--- src/rtl/scrambler_par.sv ---
// -----------------------------------------------------------------------------
// scrambler_par
//   Parallel LFSR scrambler/descrambler. Each accepted word of DATA_W bits is
//   processed as DATA_W serial bit steps, all done combinationally in one
//   cycle. Bit 0 of a word is the earliest serial bit. Two modes are
//   supported: additive (frame-synchronous) and multiplicative
//   (self-synchronising). The result is registered and presented behind a
//   valid/ready handshake, with a latency of one cycle from accept.
//
// Parameters
//   DATA_W  bits per word (1..64)
//   LFSR_W  LFSR length (2..32)
//   POLY    tap mask, bit k-1 set means stage s_k feeds back
//   SEED    LFSR value loaded on reset
//
// Ports
//   clk, rst             clock; asynchronous active-high reset
//   mode                 0 = additive, 1 = multiplicative
//   dir                  0 = scramble, 1 = descramble (multiplicative only)
//   seed_load, seed_val  load a runtime seed into the LFSR
//   in_valid, in_ready   input handshake, data_in is the input word
//   out_valid, out_ready output handshake, data_out is the result word
//   state_out            current LFSR state, state_out[k-1] = s_k
//   bypass               (SCRAMBLER_BYPASS_EN only) pass data through and
//                        hold the LFSR for the accepted word
//
// Build option
//   SCRAMBLER_BYPASS_EN  adds the bypass input port
// -----------------------------------------------------------------------------
module scrambler_par #(
  parameter int unsigned       DATA_W = 8,
  parameter int unsigned       LFSR_W = 7,
  parameter logic [LFSR_W-1:0] POLY   = 7'b1001000,
  parameter logic [LFSR_W-1:0] SEED   = '1
) (
  input  logic              clk,
  input  logic              rst,
  input  logic              mode,
  input  logic              dir,
  input  logic              seed_load,
  input  logic [LFSR_W-1:0] seed_val,
  input  logic              in_valid,
  output logic              in_ready,
  input  logic [DATA_W-1:0] data_in,
`ifdef SCRAMBLER_BYPASS_EN
  input  logic              bypass,
`endif
  output logic              out_valid,
  input  logic              out_ready,
  output logic [DATA_W-1:0] data_out,
  output logic [LFSR_W-1:0] state_out
);

  logic [LFSR_W-1:0] lfsr;
  logic [LFSR_W-1:0] start_state;
  logic [LFSR_W-1:0] next_state;
  logic [DATA_W-1:0] scr_word;
  logic [LFSR_W-1:0] s;
  logic              fb;
  logic              shift_bit;
  logic              accept;
  logic              bypass_en;

`ifdef SCRAMBLER_BYPASS_EN
  assign bypass_en = bypass;
`else
  assign bypass_en = 1'b0;
`endif

  // in_ready depends only on registered state and out_ready, never on in_valid.
  assign in_ready  = !out_valid || out_ready;
  assign accept    = in_valid && in_ready;
  assign state_out = lfsr;

  // A seed load in the same cycle as an accept becomes the starting state for
  // that word, so the word is processed from seed_val.
  assign start_state = seed_load ? seed_val : lfsr;

  // Unrolled serial bit steps: bit 0 first, shift toward s_LFSR_W.
  always_comb begin
    s         = start_state;
    scr_word  = '0;
    fb        = 1'b0;
    shift_bit = 1'b0;
    for (int unsigned i = 0; i < DATA_W; i++) begin
      fb          = ^(s & POLY);
      scr_word[i] = data_in[i] ^ fb;
      if (!mode)
        shift_bit = fb;
      else if (!dir)
        shift_bit = scr_word[i];
      else
        shift_bit = data_in[i];
      s = {s[LFSR_W-2:0], shift_bit};
    end
    next_state = s;
  end

  always_ff @(posedge clk or posedge rst) begin
    if (rst) begin
      out_valid <= 1'b0;
      data_out  <= '0;
      lfsr      <= SEED;
    end else begin
      if (accept) begin
        out_valid <= 1'b1;
        if (bypass_en) begin
          data_out <= data_in;
          lfsr     <= start_state;
        end else begin
          data_out <= scr_word;
          lfsr     <= next_state;
        end
      end else begin
        if (out_ready)
          out_valid <= 1'b0;
        // Holds unless a seed load is pending; data_out is left untouched.
        lfsr <= start_state;
      end
    end
  end

endmodule
--- config.mk ---
export PLATFORM = sky130hd
export DESIGN_NAME = scrambler_par
export DESIGN_NICKNAME = d
export VERILOG_FILES = /design/src/rtl/scrambler_par.sv
export SDC_FILE = /design/constraint.sdc
export NUM_CORES = 1
export LEC_CHECK = 0
export BUFFER_PORTS_ARGS = -buffer_cell sky130_fd_sc_hd__buf_2
export CORE_ASPECT_RATIO = 1.75
export CORE_MARGIN = 2
export CORE_UTILIZATION = 45
export CTS_CLUSTER_SIZE = 14
export DETAILED_ROUTE_END_ITERATION = 12
export PLACE_DENSITY_LB_ADDON = 0.2
export REMOVE_ABC_BUFFERS = 1
export SLEW_MARGIN = 0
export SYNTH_ARGS = -nofsm -noshare
export SYNTH_HDL_FRONTEND = slang
export SYNTH_SLANG_ARGS = --single-unit
--- constraint.sdc ---
create_clock -name clk -period 2.3 [get_ports clk]
set_clock_uncertainty 0.05 [all_clocks]
set_input_delay 0.46 -clock clk [delete_from_list [all_inputs] [get_ports clk]]
set_output_delay 0.46 -clock clk [all_outputs]
set_load 0.05 [all_outputs]
==> impl_metrics.yaml, run 1 <==
sta:
  whs_ns: 0.2509
  slew_violations: 0
  setup_slack_ns: 0.3636
  max_slew_margin_pct: 54.95
  hold_violations: 0
  rsz0062_at_grt: "false"
  final.setup.tns_ns: 0
  setup_viol: 0
  fin_crit_ns: 1.936
  finalCritPeriodShare_pct: 84.19
  tightest_slew_ns: 0.6750
  timing.fmax_mhz: 516.4
route:
  vias_per_cell: 5.527
  route.detailed.drc: 0
  num_vias: 1354
  drt_iter0_markers: 48
  wl_per_cell_um: 15.21
  wl_um: 3726
  firstDrtPassIters: 4
  ant_nets: 0
synth:
  ys_seq_elements: 16
  synth_edf_count: 0
  synthCells: 165
  ys.flop_type: "dfrtp_1"
  synth-async-reset-ratio_pct: 100.0
  yosysWarnings: 0
  syn_area_per_cell_um2: 9.160
  seq_area_frac_synth_pct: 27.07
  synthesis.area_mm2: 0.001511
  yosysUniqueCellTypes: 44
setup_path:
  cp.required_ns: 2.41
  r2r_start: "state_out[2]"
  startpoint_type: "flop"
  r2r_slack_ns: 0.36
  critPathMaxFanout: 7
  worstReg2RegEnd: "state_out[2]"
  end_kind: "flop"
  reg2reg_depth: 5
  path_class: "reg -> reg"
  arrival_ns: 2.05
  cp-endpoint: "state_out[2]"
  crit_start: "state_out[2]"
placement:
  placed_cell_area_mm2: 0.001743
  dp.cells: 241
  port_buffers: 38
  place_hpwl_um: 2826
  globalplace.congestion: 0.9385
  pre_cts_ws_ns: 0.1454
pwr:
  power.leakage_nw: 0.7996
  ir_drop_mv: 0.4457
  powerDensity_mw_per_mm2: 826.8
  total_power_mw: 1.478
cells_and_area:
  n_antenna_cell: 0
  mostFrequentLayoutCells: "buf_2, nand2_1, mux2i_1"
  finalInstanceArea_mm2: 0.001788
  post-route-util_pct: 56.30
  syn2layout_area_growth_pct: 18.29
  layout.nets: 225
  final_cell_count_no_fill: 245
  layout_commonest_cell: "buf_2"
  fill_cells: 336
  drive_gt1_share_pct: 31.68
global_routing:
  grt_use_total_pct: 22.65
  grt_pass1_vias: 1382
  grt_pass1_wl_um: 6389
  antenna_found_initial: 0
  grt_overflow_total: 0
  grt_max_degree: 20
floorplanning:
  num_rows: 27
  ioPinCount: 39
  initial_utilization_pct: 47.60
  die_x_um: 47.81
  die_y_um: 80.67
  dieArea_mm2: 0.003857
  coreArea_mm2: 0.003176
cts:
  clockRootBuffer: "clkbuf_8"
  clk_path_buf_depth: 2
  cts_resized: 0
  htreeDepth: 1
  insertion_delay_ns: 0.25
  cts_tree: "done"
  path_clk_slew_ns: 0.07
  cts.sinks: 16
  holdBufCountCts: 0
  post_cts_buffers: 0
  numCtsBuffers: 3
hold_path:
  hp-class: "in -> async"
flow_run:
  max-cap-violations: 0
run_status:
  status: "complete, no violations"
-- state kept, by name, summed over array words and instances (netlist names) --
signal / cells
data_out: 8
out_valid: 1
state_out: 7
-- report_power, final --
group	switching (mW)	leakage, nW	internal [mW]
Sequential	0.0561	0.183	0.368
Combinational	0.535	0.594	0.291
Clock	0.104	0.0228	0.123
Total	0.696	0.800	0.783
-- cell usage after synthesis (all sizes together) (2+ instances only) --
cell type	instances	share of area, %
inv	3	0.74
nand4	3	1.2
nand2b	4	1.7
o21ai	10	3.3
a211o	2	1.2
o211ai	3	1.5
o32ai	2	2.2
clkbuf	7	1.7
or4	2	0.99
nand3	7	2.3
xnor3	2	3.1
mux2i	19	16
nand3b	2	0.99
xnor2	8	4.6
dfrtp	9	15
nor3	2	0.66
nor2	12	3.0
nand2	23	5.7
dfstp	7	12
a211oi	2	1.3
buf	3	2.4
a21oi	2	0.66
mux2	2	1.5
xor2	14	8.1
-- worst min-delay path by stage --
stage          cells past startpoint          end
6_report                           2  data_out[0]
4_1_cts                            2  data_out[3]
3_5_place_dp                       2  data_out[3]
5_1_grt                            2  data_out[4]
2_1_floorplan                      1  data_out[0]
3_3_place_gp                       2  data_out[3]
-- worst max-delay path, cell delays in order, from the launching register on --
cell     delay, ns
dfstp_2       0.57
xnor2_1       0.11
mux2i_4       0.30
xnor3_1       0.38
and3_1        0.20
o32ai_2       0.24
-- per-layer routing --
layer,up-vias,track usage (%),part of all wire [%]
met1,649,31.01,43
met2,35,35.73,52
met3,2,2.247,3.6
li1,668,-,-
met4,0,7.838,0.75
met5,-,0,0
-- logic make-up (layout without fill, tap and decap cells) --
kind of cell	after synthesis	count (layout)	share of synthesized area (%)
AOI/OAI and AO/OA	32	32	16.47
xor gates and xnor gates	24	24	15.81
buffers and inverters	13	50	4.884
DFF	16	16	27.07
muxes	21	21	17.38
and+or+nand+nor	59	59	18.38
-- layout make-up --
| type | instances | area (um^2) | share of cell area (%) |
|---|---|---|---|
| Timing Repair Buffer | 43 | 240.2 | 13.44 |
| Sequential cell | 16 | 409.1 | 22.88 |
| Inverter | 3 | 11.26 | 0.6298 |
| Tap cell | 43 | 53.80 | 3.009 |
| Multi-Input combinational cell | 136 | 1028 | 57.52 |
| Clock buffer | 4 | 45.04 | 2.519 |
Power figures use the tool's default switching activity.
==> run 2: changes to the inputs <==
==> constraint.sdc (replaced) <==
create_clock -name clk -period 1.8 [get_ports clk]
set_clock_uncertainty 0.05 [all_clocks]
set_input_delay 0.36 -clock clk [delete_from_list [all_inputs] [get_ports clk]]
set_output_delay 0.36 -clock clk [all_outputs]
set_load 0.05 [all_outputs]
==> impl_metrics.yaml, run 2 (same netlist as run 1, synthesis figures left out) <==
cts:
  htreeDepth: 1
  clk_path_buf_depth: 2
  cts_tree: "done"
  numCtsBuffers: 3
  clockRootBuffer: "clkbuf_8"
  path_clk_slew_ns: 0.07
  cts.sinks: 16
  insertion_delay_ns: 0.25
route:
  wl_um: 4282
  wl_met1_um: 1655
  ant_nets: 0
  vias_per_cell: 5.528
  num_vias: 1498
  wl_per_cell_um: 15.80
  dr_wl_met2_um: 2329
  drt_iter0_markers: 27
  top_layer: "met4"
  met3_length_um: 176
  route.detailed.drc: 0
  firstDrtPassIters: 4
floorplanning:
  coreArea_mm2: 0.003176
  num_rows: 27
  dieArea_mm2: 0.003857
  initial_utilization_pct: 47.60
  die_x_um: 47.81
  ioPinCount: 39
  die_y_um: 80.67
global_routing:
  grt_max_degree: 17
  grt_overflow_total: 0
  grt_use_total_pct: 23.51
  grt_pass1_vias: 1455
  grt_pass1_wl_um: 6506
  antenna_found_initial: 0
setup_path:
  critPathMaxFanout: 3
  reg2reg_depth: 5
  end_kind: "flop"
  cp.required_ns: 1.92
  startpoint_type: "flop"
  arrival_ns: 1.93
  path_class: "reg -> reg"
cells_and_area:
  n_antenna_cell: 0
  layout.nets: 251
  multi_input_area_mm2: 0.001057
  layout_commonest_cell: "buf_2"
  mostFrequentLayoutCells: "buf_2, buf_4, nand2_1"
  syn2layout_area_growth_pct: 33.11
  drive_gt1_share_pct: 41.67
  regMostFlops: "data_out"
  largest_reg_flops: 8
  seq_area_um2: 409.1
  fill_cells: 312
  final_cell_count_no_fill: 271
sta:
  hold_violations: 0
  slew_violations: 0
  max_slew_margin_pct: 55.33
  setup_slack_ns: -0.004338
  fin_crit_ns: 1.804
  rsz0062_at_grt: "true"
  setup_viol: 1
  final.setup.tns_ns: -0.004338
  whs_ns: 0.1413
  timing.fmax_mhz: 554.2
  finalCritPeriodShare_pct: 100.2
  tightest_slew_ns: 0.6694
pwr:
  pwr-share-comb_pct: 60.1
  p_int_mw: 1.134
  ir_drop_mv: 0.6366
  total_power_mw: 2.086
  powerDensity_mw_per_mm2: 1037
  p_clk_share_pct: 14.0
  power.leakage_nw: 0.9319
  netSwitchingFraction_pct: 45.65
  pwr-share-seq_pct: 25.9
  power_switching_uw: 952.1
placement:
  globalplace.congestion: 0.8283
  dp.cells: 264
  place_hpwl_um: 3180
  port_buffers: 38
flow_run:
  max-cap-violations: 0
hold_path:
  hp-class: "in -> async"
run_status:
  violations: "negative setup slack"
  status: "finished, violations left"
[run 2: repair_timing]
item | 4_1_cts | 5_1_grt
endpoints found under the setup margin | 1 | 4
pin swaps | 1 | 1
resized for setup | 0 | 6
buffers inserted | 1 | 2
hold buffers | 0 | 0
[run 2: power groups by stage]
stage	clock network (mW)	logic (mW)	registers (mW)
after floorplan	0	0.484	0.855
after global placement	0	1.17	0.535
after detailed placement	0	1.19	0.540
after CTS	0.298	1.21	0.535
after global routing	0.313	1.34	0.551
final	0.292	1.25	0.540
[run 2: layer usage]
layer | track usage (%) | vias up
met5 | 0 | -
met4 | 10.27 | 0
met3 | 1.573 | 10
met2 | 42.53 | 46
met1 | 25.87 | 719
li1 | - | 723
[run 2: final timing paths]
kind,start,to,slack [ns]
worst max-delay path,state_out[6],data_out[4],-0.004
worst min-delay path,rst,data_out[0],0.14
worst max register to register,state_out[6],data_out[4],-0.004
worst min register to register,data_out[6],data_out[6],0.44
max in group asynchronous,rst,data_out[3],1.13
min in group clk,in_valid,out_valid,0.27
[run 2: cell type report]
class                   instances  area share (%)
multi-input cells             136           52.55
repair buffers                 69           21.64
flip-flops and latches         16           20.34
well taps                      43           2.674
clock buffers                   4           2.239
inverters                       3          0.5597
[run 2: per-stage QoR]
stage | util, % | cell area (um^2) | setup slack (ns)
floorplan | - | 1449 | -0.5500
global placement | 60.32 | 1916 | -0.03660
detailed placement | 60.32 | 1916 | -0.08583
CTS | 61.98 | 1968 | 0.001650
global route | 63.36 | 2012 | -0.06261
finish | 63.36 | 2012 | -0.004338
[run 2: worst max-delay path: stages (launching register included)]
cell      delay, ns
dfstp_2        0.55
xnor2_2        0.10
mux2i_2        0.26
a21oi_2        0.13
or4_1          0.52
o211ai_1       0.10
